$ cat config.mk
export PLATFORM = sky130hd
export DESIGN_NAME = bin2bcd_seq
export DESIGN_NICKNAME = d
export VERILOG_FILES = /design/src/rtl/bin2bcd_seq.sv
export SDC_FILE = /design/constraint.sdc
export NUM_CORES = 1
export LEC_CHECK = 0
export ABC_AREA = 1
export BUFFER_PORTS_ARGS = -buffer_cell sky130_fd_sc_hd__buf_4
export CELL_PAD_IN_SITES_DETAIL_PLACEMENT = 0
export CELL_PAD_IN_SITES_GLOBAL_PLACEMENT = 1
export CORE_UTILIZATION = 31
export CTS_CLUSTER_DIAMETER = 50
export CTS_CLUSTER_SIZE = 30
export DETAILED_ROUTE_END_ITERATION = 8
export PLACE_DENSITY_LB_ADDON = 0.1
export REMOVE_ABC_BUFFERS = 1
export SLEW_MARGIN = 0
export SYNTH_ARGS = -nofsm -noshare
export SYNTH_HDL_FRONTEND = slang
export SYNTH_SLANG_ARGS = --single-unit
$ cat constraint.sdc
create_clock -name clk -period 1.4 [get_ports clk]
set_input_delay 0.28 -clock clk [delete_from_list [all_inputs] [get_ports clk]]
set_output_delay 0.28 -clock clk [all_outputs]
set_load 0.05 [all_outputs]
$ cat src/rtl/bin2bcd_seq.sv
// bin2bcd_seq: sequential binary-to-BCD converter (shift-add-3), one bit per clock.
// Handshake: start (sampled in IDLE) -> busy -> one-cycle done pulse with bcd_out updated.
// Optional leading-zero blank mask enabled by defining BIN2BCD_LZ_BLANK_EN;
// otherwise digit_blank is tied low.
module bin2bcd_seq #(
  parameter int BIN_W  = 8,
  parameter int DIGITS = 3
) (
  input  logic                  clk,
  input  logic                  rst_n,
  input  logic                  start,
  input  logic [BIN_W-1:0]      bin_in,
  output logic                  busy,
  output logic                  done,
  output logic [4*DIGITS-1:0]   bcd_out,
  output logic [DIGITS-1:0]     digit_blank
);

  localparam int BCD_W = 4 * DIGITS;
  localparam int SR_W  = BCD_W + BIN_W;
  localparam int CNT_W = (BIN_W > 1) ? $clog2(BIN_W) : 1;
  localparam logic [CNT_W-1:0] LAST_ITER = CNT_W'(BIN_W - 1);

  if (10**DIGITS <= 2**BIN_W) begin : g_param_check
    $error("bin2bcd_seq: DIGITS too small to hold 2**BIN_W-1");
  end

  typedef enum logic [1:0] {
    S_IDLE  = 2'd0,
    S_SHIFT = 2'd1,
    S_DONE  = 2'd2
  } state_t;

  state_t              state;
  logic [SR_W-1:0]     sr;
  logic [SR_W-1:0]     sr_adj;
  logic [SR_W-1:0]     sr_shift;
  logic [CNT_W-1:0]    cnt;
  logic [BCD_W-1:0]    bcd_field;

  assign bcd_field = sr[SR_W-1 -: BCD_W];

  // Add 3 to every BCD nibble >= 5, then shift the whole register left by one.
  always_comb begin
    sr_adj = sr;
    for (int unsigned d = 0; d < DIGITS; d++) begin
      if (sr[BIN_W + 4*d +: 4] >= 4'd5) begin
        sr_adj[BIN_W + 4*d +: 4] = sr[BIN_W + 4*d +: 4] + 4'd3;
      end
    end
    sr_shift = {sr_adj[SR_W-2:0], 1'b0};
  end

  // Control FSM with registered busy/done/bcd_out; illegal state falls back to IDLE.
  always_ff @(posedge clk or negedge rst_n) begin
    if (!rst_n) begin
      state   <= S_IDLE;
      sr      <= '0;
      cnt     <= '0;
      busy    <= 1'b0;
      done    <= 1'b0;
      bcd_out <= '0;
    end else begin
      case (state)
        S_IDLE: begin
          done <= 1'b0;
          if (start) begin
            sr    <= {{BCD_W{1'b0}}, bin_in};
            cnt   <= '0;
            busy  <= 1'b1;
            state <= S_SHIFT;
          end
        end
        S_SHIFT: begin
          sr  <= sr_shift;
          cnt <= cnt + 1'b1;
          if (cnt == LAST_ITER) begin
            state <= S_DONE;
          end
        end
        S_DONE: begin
          bcd_out <= bcd_field;
          done    <= 1'b1;
          busy    <= 1'b0;
          state   <= S_IDLE;
        end
        default: begin
          busy  <= 1'b0;
          done  <= 1'b0;
          state <= S_IDLE;
        end
      endcase
    end
  end

`ifdef BIN2BCD_LZ_BLANK_EN
  logic [DIGITS-1:0] blank_nxt;

  // Blank digit i (i >= 1) when it and every higher digit are zero; units never blank.
  always_comb begin
    logic all_zero;
    blank_nxt = '0;
    all_zero  = 1'b1;
    for (int unsigned j = 0; j + 1 < DIGITS; j++) begin
      all_zero = all_zero & (bcd_field[4*(DIGITS-1-j) +: 4] == 4'd0);
      blank_nxt[DIGITS-1-j] = all_zero;
    end
  end

  // Blank mask updates together with bcd_out in the DONE cycle.
  always_ff @(posedge clk or negedge rst_n) begin
    if (!rst_n) begin
      digit_blank <= '0;
    end else if (state == S_DONE) begin
      digit_blank <= blank_nxt;
    end
  end
`else
  assign digit_blank = '0;
`endif

endmodule
==> metrics.md, run 1 <==
| Metric | Value |
|---|---|
| Period minus WS final | approximately 1.3 ns |
| Synth top area cells | dfrtp_1 (53%), nand2_1 (12%), o21ai_0 (9.8%) |
| # IOs | 28 |
| Top post-synthesis cells by count | nand2_1 (60), dfrtp_1 (39), o21ai_0 (36), inv_1 (18), nand3_1 (15) |
| First-pass GRT wire length | between 6 and 7 mm |
| Crit-path slowest cell | dfrtp_1 |
| Seq/Total Area, Yosys | a little over half |
| Synth Cell Area | ~1800 um^2 |
| Port Buf Inserts | 24 |
| Total Wirelength | ~3.9 mm |
| Drc violations | 0 |
| Layout Area Growth over Synthesis | 19.9% |
| Root Driver | clkbuf_8 |
| Slew HR | roughly 66% |
| # diodes | 0 |
| Fraction of layout instances using a drive strength above 1 | approximately 18% |
| Crit Path Max Fanout | 5 |
| Final #Nets | 263 |
| Hold Violations, Final | 0 |
| Period utilisation layout | between 90 and 100% |
| Drt wl/cell | 12.2 um |
| Postcts setup bufs | 0 |
| Post-synthesis average cell area | between 8 and 9 um^2 |
| Synth Instances | around 210 |
| CP required | roughly 1.6 ns |
| Count leader, synth | nand2_1 |
| CTS tree | yes |
| Vias | 1445 |
| Max H-tree Level | 2 |
| Synth top area share | 52.9% |
| Worst Setup Start Kind | flip-flop |
| Initial DRC count | 55 |
| CP Buf/Inv Count | 2 |
| Place WS | ~0.11 ns |
| Synth Flop Type | dfrtp_1 |
| Synth Register Bits | 39 |
| Pre-Repair DR Iteration Count | 4 |
| Netlist cell types | 19 |
| CTS max path bufs | 2 |
| Number of synthesized flops with an enable pin | 0 |
| Pwr/cell area | around 2600 nW/um^2 |
| Worst setup margin | approximately 0.13 ns |
| Min-Delay Path Class | in -> reg |
| Initial Util | between 30 and 40% |
| Clk Latency, worst-skew pair | between 0.2 and 0.3 ns |
| Worst setup EP type | flip-flop |
| Worst path top cell family by delay | flip-flops |
| Layout Utilization | 39.5% |
| Lkg Pwr | roughly 1.1 nW |
| Register clock-pin slew on the reported worst setup and hold paths | roughly 0.08 ns |
| GRT Overall Usage | approximately an eighth |
| Slew Viols, Final | 0 |
| Synth area leader | dfrtp_1 |
| Placer congestion estimate | 0.739 |
| Cell chain of the critical path | inv_1, ha_1, inv_1, nand2_1, nand3_1, nand2_1, o21bai_1 |
| Antenna-violating nets left | 0 |
| Max Freq | a little under 0.8 GHz |
| Die width | between 70 and 80 um |
| Hold slack | between 0.2 and 0.3 ns |
| WP data arrival | roughly 1.4 ns |
| Max-Cap Viols | 0 |
| Max IR drop VDD | between 0.7 and 0.8 mV |
| Core Area | ~5600 um^2 |
| DR vias/cell | about 4.6 |
| RSZ-0062 raised after global routing | no |
| Largest net degree at the start of global routing | 40 |
| Initial antenna violation count | 0 |
| Ys async rst share | 100% |
| Yosys warns | 0 |
| Worst Tran Pin Value | between 0.5 and 0.6 ns |
| Clock sink total | 39 |
| Critical path's largest stage delay | about 0.39 ns |
| TNS Setup | 0 ns |
| FP Rows | 27 |
| Clk_skew | 0.00737 ns |
| Inserted Clock Buffers | 5 |
| Congestion Overflow GR | 0 |
| Endpoints failing setup | 0 |
| Number of global-route vias before repair | between 1000 and 1500 |
| Outcome | completed |
| Total Die Area | 6270 um^2 |
| Detailed placement HPWL | about 2.5 mm |
| Die H | just under 80 um |
| Crit Path Category | reg -> reg |
-- stage by stage --
stage | total power, mW | instance area (um^2) | cells
2_1_floorplan | 4.02 | 1780 | 206
3_3_place_gp | 5.00 | 2110 | 308
3_5_place_dp | 4.98 | 2110 | 308
4_1_cts | 5.77 | 2210 | 317
5_1_grt | 6.21 | 2210 | 317
6_report | 5.69 | 2210 | 317
-- worst min-delay path: cells and delay by family --
kind / cells / cell delay (ns)
and+or+nand+nor: 1 / 0.03
AOI/OAI and AO/OA: 1 / 0.11
buffers and inverters: 1 / 0.08
-- power breakdown --
group / switching [mW] / leakage, nW / internal, mW / total (mW)
clock: 0.408 / 0.0402 / 0.347 / 0.755
combinational: 1.92 / 0.604 / 1.02 / 2.94
sequential: 0.331 / 0.473 / 1.66 / 1.99
total: 2.66 / 1.12 / 3.03 / 5.69
-- sequential cells by signal (all words and copies together), names as in the netlist --
register / flops
bcd_out: 12
busy: 1
cnt: 3
done: 1
sr: 20
state: 2
-- repair_timing --
item                                    in CTS  in global routing
endpoints found under the setup margin       0                  4
hold buffers                                 1                  0
resized for setup                            0                  2
endpoints found under the hold margin       39                  0
-- cell type report --
cell class / instances / area, um^2
Fill cell: 585 / 3390
Clock inverter: 3 / 20.0
Tap cell: 72 / 90.1
Clock buffer: 5 / 68.8
Timing Repair Buffer: 31 / 248
Sequential cell: 39 / 976
Multi-Input combinational cell: 147 / 736
Inverter: 20 / 75.1
-- per-layer routing --
metal / GRT usage [%] / part of all wire (%) / routed length [um]
met5: 0 / 0 / 0
met4: 5.45 / 1.7 / 66
met3: 3.10 / 2.8 / 106
met2: 21.0 / 44 / 1690
met1: 17.4 / 52 / 1990
-- layout by cell type, fill, tap and decap left out --
cell type and count:
nand2_1 60, dfrtp_1 39, o21ai_0 36, buf_4 29
inv_1 17, nand3_1 15, nor2_1 10, ha_1 8
nand4_1 6, clkbuf_8 5, inv_2 3, conb_1 3
o21ai_1 2, a22o_1 2, o21bai_1 2, clkinvlp_4 2
nand2_2 1, nand2_4 1, o21ai_2 1, clkinv_2 1
dlygate4sd3_1 1, buf_12 1
-- logic make-up (layout without fill, tap and decap cells) --
logic type,after synthesis,count (layout),share of synthesized area (%)
buf+inv,30,59,7.93
flops,39,39,52.9
fa+ha+maj,8,8,5.42
compound gates,43,43,12.5
simple gates,93,93,21.0
other cells,1,3,0.203
-- final timing paths --
| kind | to | depth (start not counted) | slack (ns) | from |
|---|---|---|---|---|
| min | sr[3] | 3 | 0.25 | bin_in[3] |
| min in group asynchronous | bcd_out[7] | 2 | 0.50 | rst_n |
| max in group asynchronous | bcd_out[10] | 2 | 0.54 | rst_n |
| min reg2reg | bcd_out[11] | 2 | 0.49 | bcd_out[11] |
| max reg2reg | sr[16] | 7 | 0.13 | sr[13] |
| max | sr[16] | 7 | 0.13 | sr[13] |
Note: power is estimated with default switching activity, not from simulation.
==> inputs of run 2 (changes only) <==
--- a/config.mk
+++ b/config.mk
@@ -5,10 +5,10 @@
 export SDC_FILE = /design/constraint.sdc
 export NUM_CORES = 1
 export LEC_CHECK = 0
-export ABC_AREA = 1
 export BUFFER_PORTS_ARGS = -buffer_cell sky130_fd_sc_hd__buf_4
 export CELL_PAD_IN_SITES_DETAIL_PLACEMENT = 0
 export CELL_PAD_IN_SITES_GLOBAL_PLACEMENT = 1
+export CORE_MARGIN = 4
 export CORE_UTILIZATION = 31
 export CTS_CLUSTER_DIAMETER = 50
 export CTS_CLUSTER_SIZE = 30
==> run 2 against run 1 <==
  * Clock power is 11% higher
  * Via count fell by 4.0%
  * Worst hold slack lost 0.017 ns
  * Synthesized cell count shrank 17%
  * Combinational power is 5% lower
  * Non-clock buffer count increased by 8
  * Core utilization is 0.20 points lower
  * Critical path depth is 4 lower
  * Clock-buffer cell count is 3 higher
  * Largest power group unchanged
  * Highest routed layer unchanged
==> metrics.md, run 2 <==
| Metric | Value |
|---|---|
| Root Driver | clkbuf_8 (unchanged) |
| WP data arrival | 1.49 ns (was 1.44 ns) |
| GRT Overall Usage | 12.2% (was 13.3%) |
| CTS max path bufs | 2 (unchanged) |
| Logic pwr share | 50.5% (was 51.7%) |
| Seq/Total Area, Yosys | 52.3% (was 52.9%) |
| Clk_skew | 0.00619 ns (was 0.00737 ns) |
| Clock share of power | 15.3% (was 13.3%) |
| Synth top area share | 52.3% (was 52.9%) |
| Max IR drop VDD | 0.804 mV (was 0.799 mV) |
| # fillers | 604 (was 585) |
| CP required | 1.58 ns (was 1.57 ns) |
| Initial antenna violation count | 0 (unchanged) |
| Met3 WL post-DR | 203 um (was 106 um) |
| Initial DRC count | 48 (was 55) |
| Clk Latency, worst-skew pair | 0.29 ns (about the same) |
| Outcome | completed (unchanged) |
| Top Registers | sr x20, bcd_out x12, cnt x3 (unchanged) |
| Switching Share | 41.7% (was 46.8%) |
| Largest Register | sr (unchanged) |
| Area of the multi-input gates | 796 um^2 (was 736 um^2) |
| Total Wirelength | 4.00 mm (was 3.85 mm) |
| Max FFs per register | 20 (unchanged) |
| Final #Nets | 232 (was 263) |
| Hold Violations, Final | 0 (unchanged) |
| Commonest cells after routing, fill and taps aside | dfrtp_1 (38), buf_4 (38), nand2_1 (28) (was nand2_1 (60), dfrtp_1 (39), o21ai_0 (36)) |
| Pwr/cell area | 2380 nW/um^2 (was 2570 nW/um^2) |
| Min-Delay Path Class | in -> reg (unchanged) |
| Psw | 2.30 mW (was 2.66 mW) |
| Worst Setup Start Kind | flip-flop (unchanged) |
| Die H | 85.6 um (was 79.2 um) |
| Clock sink total | 39 (unchanged) |
| # diodes | 0 (unchanged) |
| Largest net degree at the start of global routing | 40 (unchanged) |
| Crit Path Max Fanout | 9 (was 5) |
| Crit Path Category | reg -> reg (unchanged) |
| Worst setup margin | 0.0891 ns (was 0.128 ns) |
| Slew Viols, Final | 0 (unchanged) |
| Synth Flop Type | dfrtp_1 (unchanged) |
| Congestion Overflow GR | 0 (unchanged) |
| Initial Util | 31.7% (was 32.9%) |
| Core Area | 5890 um^2 (was 5610 um^2) |
| Met2 wire length | 1.96 mm (was 1.69 mm) |
| FP Rows | 28 (was 27) |
| Synth Cell Area | 1870 um^2 (was 1850 um^2) |
| Total Die Area | 7330 um^2 (was 6270 um^2) |
| Synth area leader | dfrtp_1 (unchanged) |
| Internal power | 3.20 mW (was 3.03 mW) |
| DR vias/cell | 4.80 (was 4.56) |
| Lkg Pwr | 1.09 nW (was 1.12 nW) |
| Register clock-pin slew on the reported worst setup and hold paths | 0.08 ns (about the same) |
| Post-synthesis average cell area | 10.5 um^2 (was 8.62 um^2) |
| First-pass GRT wire length | 7.04 mm (was 6.44 mm) |
| Fraction of layout instances using a drive strength above 1 | 27.1% (was 18.0%) |
| Placer congestion estimate | 0.748 (was 0.739) |
| Yosys warns | 0 (unchanged) |
| Register-to-Register Setup Slack | 0.09 ns (was 0.13 ns) |
| Pre-Repair DR Iteration Count | 4 (unchanged) |
| Hold slack | 0.235 ns (was 0.252 ns) |
| Vias | 1387 (was 1445) |
| Endpoints failing setup | 0 (unchanged) |
| Top sig layer | met4 (unchanged) |
| Max Freq | 0.763 GHz (was 0.786 GHz) |
| Detailed placement HPWL | 2.83 mm (was 2.52 mm) |
| CTS tree | yes (unchanged) |
| Period minus WS final | 1.31 ns (was 1.27 ns) |
| Ys async rst share | 100% (unchanged) |
| Synth Register Bits | 39 (unchanged) |
| Reg area | 977 um^2 (was 976 um^2) |
| Top post-synthesis cells by count | dfrtp_1 (39), nand2_1 (28), o21ai_0 (20), inv_1 (13), ha_1 (8) (was nand2_1 (60), dfrtp_1 (39), o21ai_0 (36), inv_1 (18), nand3_1 (15)) |
| Drt wl/cell | 13.8 um (was 12.2 um) |
| Count leader, synth | dfrtp_1 (was nand2_1) |
| Place WS | -0.0333 ns (was 0.105 ns) |
| Flop pwr share | 34.2% (was 35.1%) |
| Netlist cell types | 33 (was 19) |
| Worst setup EP type | flip-flop (unchanged) |
| Period utilisation layout | 93.6% (was 90.9%) |
| Max H-tree Level | 2 (unchanged) |
| Number of global-route vias before repair | 1476 (was 1423) |
| Layout Area Growth over Synthesis | 23.8% (was 19.9%) |
| Antenna-violating nets left | 0 (unchanged) |
| Number of synthesized flops with an enable pin | 0 (unchanged) |
| M1 wire length | 1.80 mm (was 1.99 mm) |
| Drc violations | 0 (unchanged) |
| Die width | 85.6 um (was 79.2 um) |
| Max-Cap Viols | 0 (unchanged) |
| Synth top area cells | dfrtp_1 (52%), nand2_1 (5.6%), ha_1 (5.4%) (was dfrtp_1 (53%), nand2_1 (12%), o21ai_0 (9.8%)) |
| Inserted Clock Buffers | 5 (unchanged) |
| # IOs | 28 (unchanged) |
| Port Buf Inserts | 24 (unchanged) |
| Synth Instances | 178 (was 214) |
## run 2: cell types whose count changed in the layout (fill, tap and decap cells not counted), sizes merged, moves of 6 or more
cell     before  now
o2111ai       0    6
o21ai        39   23
inv          20   13
nand2        62   28
mux2i         0    6
nor2         10    2
buf          30   38
nand3        15    0
nand4         6    0
## run 2: timing repair
item | in CTS | in global routing
setup endpoints to repair | 3 | 13
hold buffers | 1 | 0
gates resized for setup | 2 | 12
setup buffers | 0 | 2
hold endpoints to repair | 39 | 0
## run 2: worst paths after layout
| kind | to | cells after the start | start |
|---|---|---|---|
| max | sr[11] | 3 | state[1] |
| max in group asynchronous | state[0] | 2 | rst_n |
| min | sr[0] | 2 | bin_in[0] |
| max reg2reg | sr[11] | 3 | state[1] |
| min reg2reg | bcd_out[3] | 2 | bcd_out[3] |
| min in group asynchronous | sr[18] | 2 | rst_n |
## run 2: worst max-delay path: stages (launching register included)
cell and delay [ns]:
dfrtp_1 0.44, o21ba_2 0.41, o31ai_1 0.13, a32o_1 0.22
## run 2: power groups by stage
| stage | clock network, mW | registers (mW) | logic (mW) |
|---|---|---|---|
| after floorplan | 0 | 2.27 | 1.35 |
| after global placement | 0 | 1.87 | 2.54 |
| after detailed placement | 0 | 1.90 | 2.62 |
| after CTS | 0.876 | 1.88 | 2.64 |
| after global routing | 0.937 | 1.95 | 3.12 |
| final | 0.841 | 1.88 | 2.78 |
## run 2: through the flow
step / util [%] / TNS, ns / power (mW) / area, um^2 / std cells
floorplan: - / -1.32 / 3.62 / 1780 / 167
global placement: 36.4 / 0 / 4.41 / 2140 / 278
detailed placement: 36.4 / -0.0575 / 4.51 / 2140 / 278
CTS: 38.4 / 0 / 5.40 / 2260 / 287
global route: 39.3 / -0.00935 / 6.00 / 2310 / 289
finish: 39.3 / 0 / 5.50 / 2310 / 289
## run 2: logic make-up after synthesis
group | count (synthesis) | share of synthesized area (%)
AND/OR/NAND/NOR | 42 | 10.3
buffers and inverters | 26 | 7.77
flip-flops | 39 | 52.3
adder cells (fa/ha/maj) | 8 | 5.36
XOR/XNOR | 2 | 0.939
multiplexers | 6 | 3.22
other | 1 | 0.201
AO/OA/AOI/OAI | 54 | 20.0
## run 2: routing by layer
metal  GRT usage (%)  vias up
li1                -      687
met4            4.60        0
met5               0        -
met1            15.0      663
met2            19.8       33
met3            4.13        4
## run 2: cell type report
type | instances | share of cell area, %
Multi-Input combinational cell | 115 | 34.4
Timing Repair Buffer | 39 | 12.8
Clock buffer | 8 | 4.33
Sequential cell | 39 | 42.3
Inverter | 13 | 2.11
Tap cell | 75 | 4.06
